`src/rtl/resp_misr_capture.sv`:
```
// Response-side MISR capture: folds each valid DUT response vector to 32 bits,
// compresses a bounded window into a signature and compares it against exp_sig.
module resp_misr_capture #(
    parameter int unsigned          DATA_W   = 330,
    parameter int unsigned          SIG_W    = 32,
    parameter logic [SIG_W-1:0]     POLY     = 32'h04C11DB7,
    parameter logic [SIG_W-1:0]     SEED     = 32'hFFFFFFFF,
    parameter int unsigned          SKIP_CYC = 2
) (
    input  logic               clk,
    input  logic               rst,
    input  logic               start,
    input  logic               abort,
    input  logic [31:0]        num_cycles,
    input  logic [SIG_W-1:0]   exp_sig,
    input  logic               in_valid,
    input  logic [DATA_W-1:0]  in_data,
    output logic               busy,
    output logic               done,
    output logic               match,
    output logic [SIG_W-1:0]   signature,
    output logic [31:0]        cycle_cnt
);

    localparam logic [1:0] ST_IDLE    = 2'd0;
    localparam logic [1:0] ST_SKIP    = 2'd1;
    localparam logic [1:0] ST_CAPTURE = 2'd2;
    localparam logic [1:0] ST_DONE    = 2'd3;

    localparam int unsigned NSLICE = (DATA_W + 31) / 32;
    localparam int unsigned PAD_W  = NSLICE * 32;

    logic [1:0]         state;
    logic [31:0]        skip_cnt;
    logic [31:0]        num_lat;
    logic               match_q;
    logic [PAD_W-1:0]   padded;
    logic [SIG_W-1:0]   fold;
    logic [SIG_W-1:0]   sig_next;

    // Zero-pad to whole 32-bit slices, then XOR the slices together.
    always_comb begin
        padded = '0;
        padded[DATA_W-1:0] = in_data;
        fold = '0;
        for (int unsigned k = 0; k < NSLICE; k++) begin
            fold = fold ^ padded[32*k +: 32];
        end
    end

    always_comb begin
        sig_next = {signature[SIG_W-2:0], 1'b0} ^ fold;
        if (signature[SIG_W-1]) begin
            sig_next = sig_next ^ POLY;
        end
    end

    always_ff @(posedge clk) begin
        if (rst) begin
            state     <= ST_IDLE;
            signature <= SEED;
            cycle_cnt <= '0;
            skip_cnt  <= '0;
            num_lat   <= '0;
            match_q   <= 1'b0;
        end else begin
            case (state)
                ST_IDLE: begin
                    if (start) begin
                        num_lat   <= num_cycles;
                        signature <= SEED;
                        cycle_cnt <= '0;
                        skip_cnt  <= SKIP_CYC;
                        match_q   <= 1'b0;
                        if (SKIP_CYC != 0) begin
                            state <= ST_SKIP;
                        end else if (num_cycles == '0) begin
                            state <= ST_DONE;
                        end else begin
                            state <= ST_CAPTURE;
                        end
                    end
                end
                ST_SKIP: begin
                    if (abort) begin
                        state   <= ST_IDLE;
                        match_q <= 1'b0;
                    end else if (in_valid) begin
                        skip_cnt <= skip_cnt - 32'd1;
                        if (skip_cnt == 32'd1) begin
                            state <= (num_lat == '0) ? ST_DONE : ST_CAPTURE;
                        end
                    end
                end
                ST_CAPTURE: begin
                    if (abort) begin
                        state   <= ST_IDLE;
                        match_q <= 1'b0;
                    end else if (in_valid) begin
                        signature <= sig_next;
                        cycle_cnt <= cycle_cnt + 32'd1;
                        if (cycle_cnt + 32'd1 == num_lat) begin
                            state <= ST_DONE;
                        end
                    end
                end
                default: begin
                    match_q <= (signature == exp_sig);
                    state   <= ST_IDLE;
                end
            endcase
        end
    end

    // match is live during the DONE cycle and held from the register afterwards.
    assign busy  = (state == ST_SKIP) || (state == ST_CAPTURE);
    assign done  = (state == ST_DONE);
    assign match = (state == ST_DONE) ? (signature == exp_sig) : match_q;

endmodule

```
`config.mk`:
```
export PLATFORM = sky130hd
export DESIGN_NAME = resp_misr_capture
export DESIGN_NICKNAME = d
export VERILOG_FILES = /design/src/rtl/resp_misr_capture.sv
export SDC_FILE = /design/constraint.sdc
export NUM_CORES = 1
export LEC_CHECK = 0
export ABC_CLOCK_PERIOD_IN_PS = 2900
export BUFFER_PORTS_ARGS = -buffer_cell sky130_fd_sc_hd__buf_2
export CORE_AREA = 2 2 179 181
export CTS_CLUSTER_DIAMETER = 80
export DETAILED_ROUTE_END_ITERATION = 12
export DIE_AREA = 0 0 181 183
export GPL_ROUTABILITY_DRIVEN = 0
export SYNTH_ARGS = -nofsm -noshare
export SYNTH_HDL_FRONTEND = slang
export SYNTH_SLANG_ARGS = --single-unit
```
`constraint.sdc`:
```
create_clock -name clk -period 2.9 [get_ports clk]
set_clock_uncertainty 0.05 [all_clocks]
set_input_delay 0.435 -clock clk [delete_from_list [all_inputs] [get_ports clk]]
set_output_delay 0.435 -clock clk [all_outputs]
set_load 0.05 [all_outputs]
```
; Yosys cells after proc, flatten, opt, wreduce, memory -nomap -nowiden
; Index checks and enable logic that the tools add are counted.
[op_classes]
n_addsub = 2
n_mux = 26
bitwise = 12
n_reduce_logical = 11
eq_ne = 16
[ops]
columns = op, n
row1 = $xor A32 B32 Y32, 10
row2 = $mux W32, 9
row3 = $pmux W32 S2, 3
row4 = $eq A32 B32 Y1, 2
row5 = $add A32 B1 Y32 const B, 1
row6 = $eq A32 B1 Y1 const B, 1
row7 = $logic_not A32 Y1, 1
row8 = $sub A32 B1 Y32 const B, 1
row9 = $xor A32 B10 Y32, 1
row10 = $mux W27, 1
row11 = $mux W2, 7
row12 = $not A14 Y14, 1
row13 = $ne A3 B3 Y1 const B, 4
row14 = $ne A2 B2 Y1 const B, 5
row15 = $reduce_and A4 Y1, 2
row16 = $pmux W2 S3, 1
row17 = $reduce_and A5 Y1, 1
row18 = $eq A2 B2 Y1 const B, 2
row19 = $mux W1, 4
row20 = $reduce_and A2 Y1, 2
row21 = $reduce_bool A2 Y1, 2
row22 = $eq A2 B1 Y1 const B, 1
row23 = $logic_not A2 Y1, 1
row24 = $ne A2 B1 Y1 const B, 1
row25 = other kinds (3), 3
[word_totals]
inputBits = 399
output_inout_bits = 67
word_cells = 73
register_bits = 131

; Depth between registers and ports, before layout
[logic_depth]
depth_word = 16
depth_mapped = 12
mapped_depth_nobuf = 10

; Least setup slack after synthesis
; No wires, ideal clock.
[synth_path]
path_type = register to register
start = register cycle_cnt[1]
end = register state[1]
stages_incl_launch_ff = 11
setup_ns = 0.123
t_arrival_ns = 3.048
setup_slack_ns = -0.321
n_path_buf = 1
required_time_ns = 2.727
synth_period_minus_slack_ns = 3.221
path_cell_list = dfxtp_1 -> ha_1 -> nand4_1 -> or3_1 -> clkbuf_1 -> a21oi_1 -> o21ai_0 -> a2111oi_0 -> nand4_1 -> o31ai_2 -> mux2_1
[synth_via]
elab_chain_len = 4
[synth_rtl]
columns = item, line_no
row1 = from (decl), 22  ; output logic [31:0] cycle_cnt
row2 = from (signal assigned), 101  ; cycle_cnt <= cycle_cnt + 32'd1;
row3 = $add A32 B1 Y32, 102  ; if (cycle_cnt + 32'd1 == num_lat) begin
row4 = $eq A32 B32 Y1, 102
row5 = $ne A3 B3 Y1 (no line), n/a
row6 = $reduce_and A5 Y1 (no line), n/a
row7 = to (signal assigned), 91  ; state <= (num_lat == '0) ? ST_DONE : ST_CAPTURE;
row8 = to (decl), 33  ; logic [1:0] state;
; Every way passes these cells.
; A chain may end at the register's enable or synchronous reset.

; Worst setup path in the final report
[layout_path]
start = register signature[24]
end = output port match
[layout_via]
elab_chain_len = 2
[layout_rtl]
columns = item, line_no
row1 = from (decl), 21  ; output logic [SIG_W-1:0] signature,
row2 = from (signal assigned), 100  ; signature <= sig_next;
row3 = $eq A32 B32 Y1, 118  ; assign match = (state == ST_DONE) ? (signature == exp_sig) : match_q;
row4 = $mux W1, 118
row5 = to (decl), 20  ; output logic match,
; Every way passes these cells.

==> flow_summary.ini <==
[status]
status = finished, violations left
violations = setup timing

[cts]
sinks_on_clock_net = 131
clock_tree_from_tritoncts = done
ctsHoldBuffers = 0
clk_pin_slew_worst_paths_ps = 70
cts_root_buf = clkbuf_16
h-tree-depth = 4
cts_made_buffers = 17
clkLatencyLatePin_ps = 420
max_root_sink_buffers = 2

[routing]
wl_met3_mm = 3.47
vias_per_cell = 4.90
met2_wirelength_mm = 20.2
1st_iter_drt_viols = 672
drt_drc = 0
via_count = 10700
postRouteAntennaNets = 0
routed_wirelength_mm = 44.4
routed_wire_length_per_instance_um = 20.4
topRoutingLayerUsed = met5
route.layer.met1.wl_mm = 19.9
drt_pre_antenna_iters = 5

[final_layout]
finalNetCount = 2168
layout-area-overhead-vs-synth_pct = 41.3
multi_input_area_mm2 = 0.00733
instances_no_fill = 2178
finalCoreUtilization = 0.455
final_design_area_no_fill_mm2 = 0.0142
filler_cell_count = 3166
share_of_layout_cells_above_drive_strength_1 = 0.367
regArea_mm2 = 0.00266

[floorplan]
die-width_um = 181
ioPinCount = 466
initial_core_util = 0.322
core-area_mm2 = 0.0312
floorplan.die.height_um = 183
die-area_mm2 = 0.0331
std_cell_rows = 65

[place]
buffer_ports.inserted = 465
place_area_mm2 = 0.0134
place_worst_setup_slack_ps = -335
cell_count_post_placement = 2137
dp_hpwl_mm = 37.0

[timing]
setup_violations = 1
unrepaired_setup_endpoints_after_global_routing = true
finalHoldViolCount = 0
min_period_ps = 3110
final.setup.worst_slack_ps = -207
tightest_slew_ps = 713
achievable-frequency_mhz = 322
totalNegativeSetupSlack_ps = -207
worst_hold_slack_ps = 197
finalCritPeriodShare = 1.07
maxSlewViolCount = 0
timing.max_slew.rel_slack = 0.520

[pwr]
peakVddDrop_mv = 0.441
total_power_consumption_of_the_routed_design_mw = 9.12
power_leakage_nw = 5.94
pwr_per_cell_area_mw_per_mm2 = 642

[worst_setup_path]
endpoint_arrival_time_on_the_critical_path_ps = 2620
highest_delay_cell_along_the_critical_path = or4_4
kind_of_start_point_of_the_critical_path = flip-flop
path_buf_inv = 2
critical-path-top-delay-family = simple AND/OR/NAND/NOR gates
path_common_cell = nand4_1
critical_path_class = flip-flop to output port
timing.critical_path.cells = xnor2_2 > nand4_1 > nor4_4 > buf_4 > nand4_1 > or4_4 > o21ai_4 > buf_12
worst-endpoint-required_ps = 2410
cp_max_fo = 4
setup.worst_path.end_class = output port
cp_slowest_stage_delay_ps = 570

[yosys]
synth-seq-area-share = 0.261
synth-main-ff-cell = dfxtp_1
synth_async_sr_flop_share = 0
syn-instance-count = 1237
synth.net_count = 1643
synth.ff_latch_count = 131
avgSynthCellArea_um2 = 8.12
synth.distinct_cells = 60
syn_warnings = 0
synth_edf_count = 0
post_synth_instance_area_mm2 = 0.0100

[global_route]
grt_pass1_wl_mm = 63.5
overflow = 0
number_of_global_route_vias_before_repair = 10200
antenna_violations_before_repair = 16
grt_start_max_net_pins = 51
track_usage = 0.259

[hold_path]
min-delay-path-class = input port to flip-flop

[run]
maxCapViolations = 0
-- worst paths after layout --
| path | start | end | slack, ps | cells past startpoint |
|---|---|---|---|---|
| setup / recovery | signature[24] | match | -210 | 8 |
| hold reg to reg | skip_cnt[9] | skip_cnt[9] | 430 | 2 |
| setup reg to reg | cycle_cnt[0] | state[1] | 80 | 10 |
| hold / removal | num_cycles[15] | num_lat[15] | 200 | 3 |
-- power breakdown --
group	internal, mW	switching [mW]
clock network	1.22	0.863
registers	2.11	0.312
logic	2.13	2.48
total	5.46	3.66
-- cells in the mapped netlist, drive strengths merged (7+ instances only) --
cell	instances	area [um^2]
nor2	78	293
mux2i	9	90.1
buf	12	70.1
nor3	33	175
a21oi	77	385
ha	7	87.6
inv	12	45.0
o21ai	18	90.1
clkbuf	44	165
or3	13	81.3
xnor2	357	3130
or4	7	52.6
and2	8	50.1
and4	7	61.3
nand2	146	551
nand4	30	194
nor4	24	205
xor2	85	744
nand3	20	105
nand2b	40	258
dfxtp	131	2620
o22ai	32	200
-- flip-flops by register name (all words and copies together), names as in the netlist --
| register | cells |
|---|---|
| num_lat | 32 |
| state | 2 |
| skip_cnt | 32 |
| match_q | 1 |
| signature | 32 |
| cycle_cnt | 32 |
-- routing by layer --
layer / global-route usage / vias to the layer above
li1: - / 5194
met3: 0.0717 / 49
met5: 0 / -
met2: 0.407 / 412
met1: 0.351 / 5010
met4: 0.0602 / 12
-- worst register-to-register path, cell delays in order, from the launching register on --
cell and delay [ps]:
dfxtp_2 340, buf_6 100, nand4_1 190, buf_4 210, or4_1 470, xnor2_1 190, a31oi_1 170, and4b_1 220
nand4_1 150, o31ai_4 290, mux2_4 320
-- timing repair --
action,in CTS,in global routing
endpoints found under the hold margin,0,0
gates resized for setup,24,26
setup buffers,0,8
endpoints found under the setup margin,2,7
pin swaps,6,20
gates cloned,0,0
-- logic make-up after synthesis --
group           share of synthesized area
compound gates                     0.0906
xor+xnor                            0.385
fa+ha+maj                         0.00871
buf+inv                            0.0279
flops                               0.261
mux                                0.0112
simple gates                        0.215
-- layout by cell type, fill, tap and decap left out, drive strengths merged, types with 3 or more instances in the layout --
cell and count:
a2111oi 3, a211oi 3, a21oi 77, a31oi 4, and2 8, and4 7
buf 562, clkbuf 20, clkinv 6, clkinvlp 3, dfxtp 131, ha 7
inv 13, mux2i 9, nand2 146, nand2b 40, nand3 20, nand3b 4
nand4 30, nor2 78, nor2b 3, nor3 33, nor4 24, o21ai 18
o21bai 3, o22ai 32, or2 4, or3 13, or4 7, xnor2 357
xor2 85
-- area by class of cell --
class	instances	area share
Multi-Input combinational cell	1038	0.516
Timing Repair Buffer	562	0.218
Sequential cell	131	0.187
Tap cell	402	0.0354
Clock buffer	20	0.0322
Clock inverter	11	0.00749
Inverter	12	0.00317
Antenna cell	2	0.000352
No activity file was read; power rests on OpenSTA's default activity.
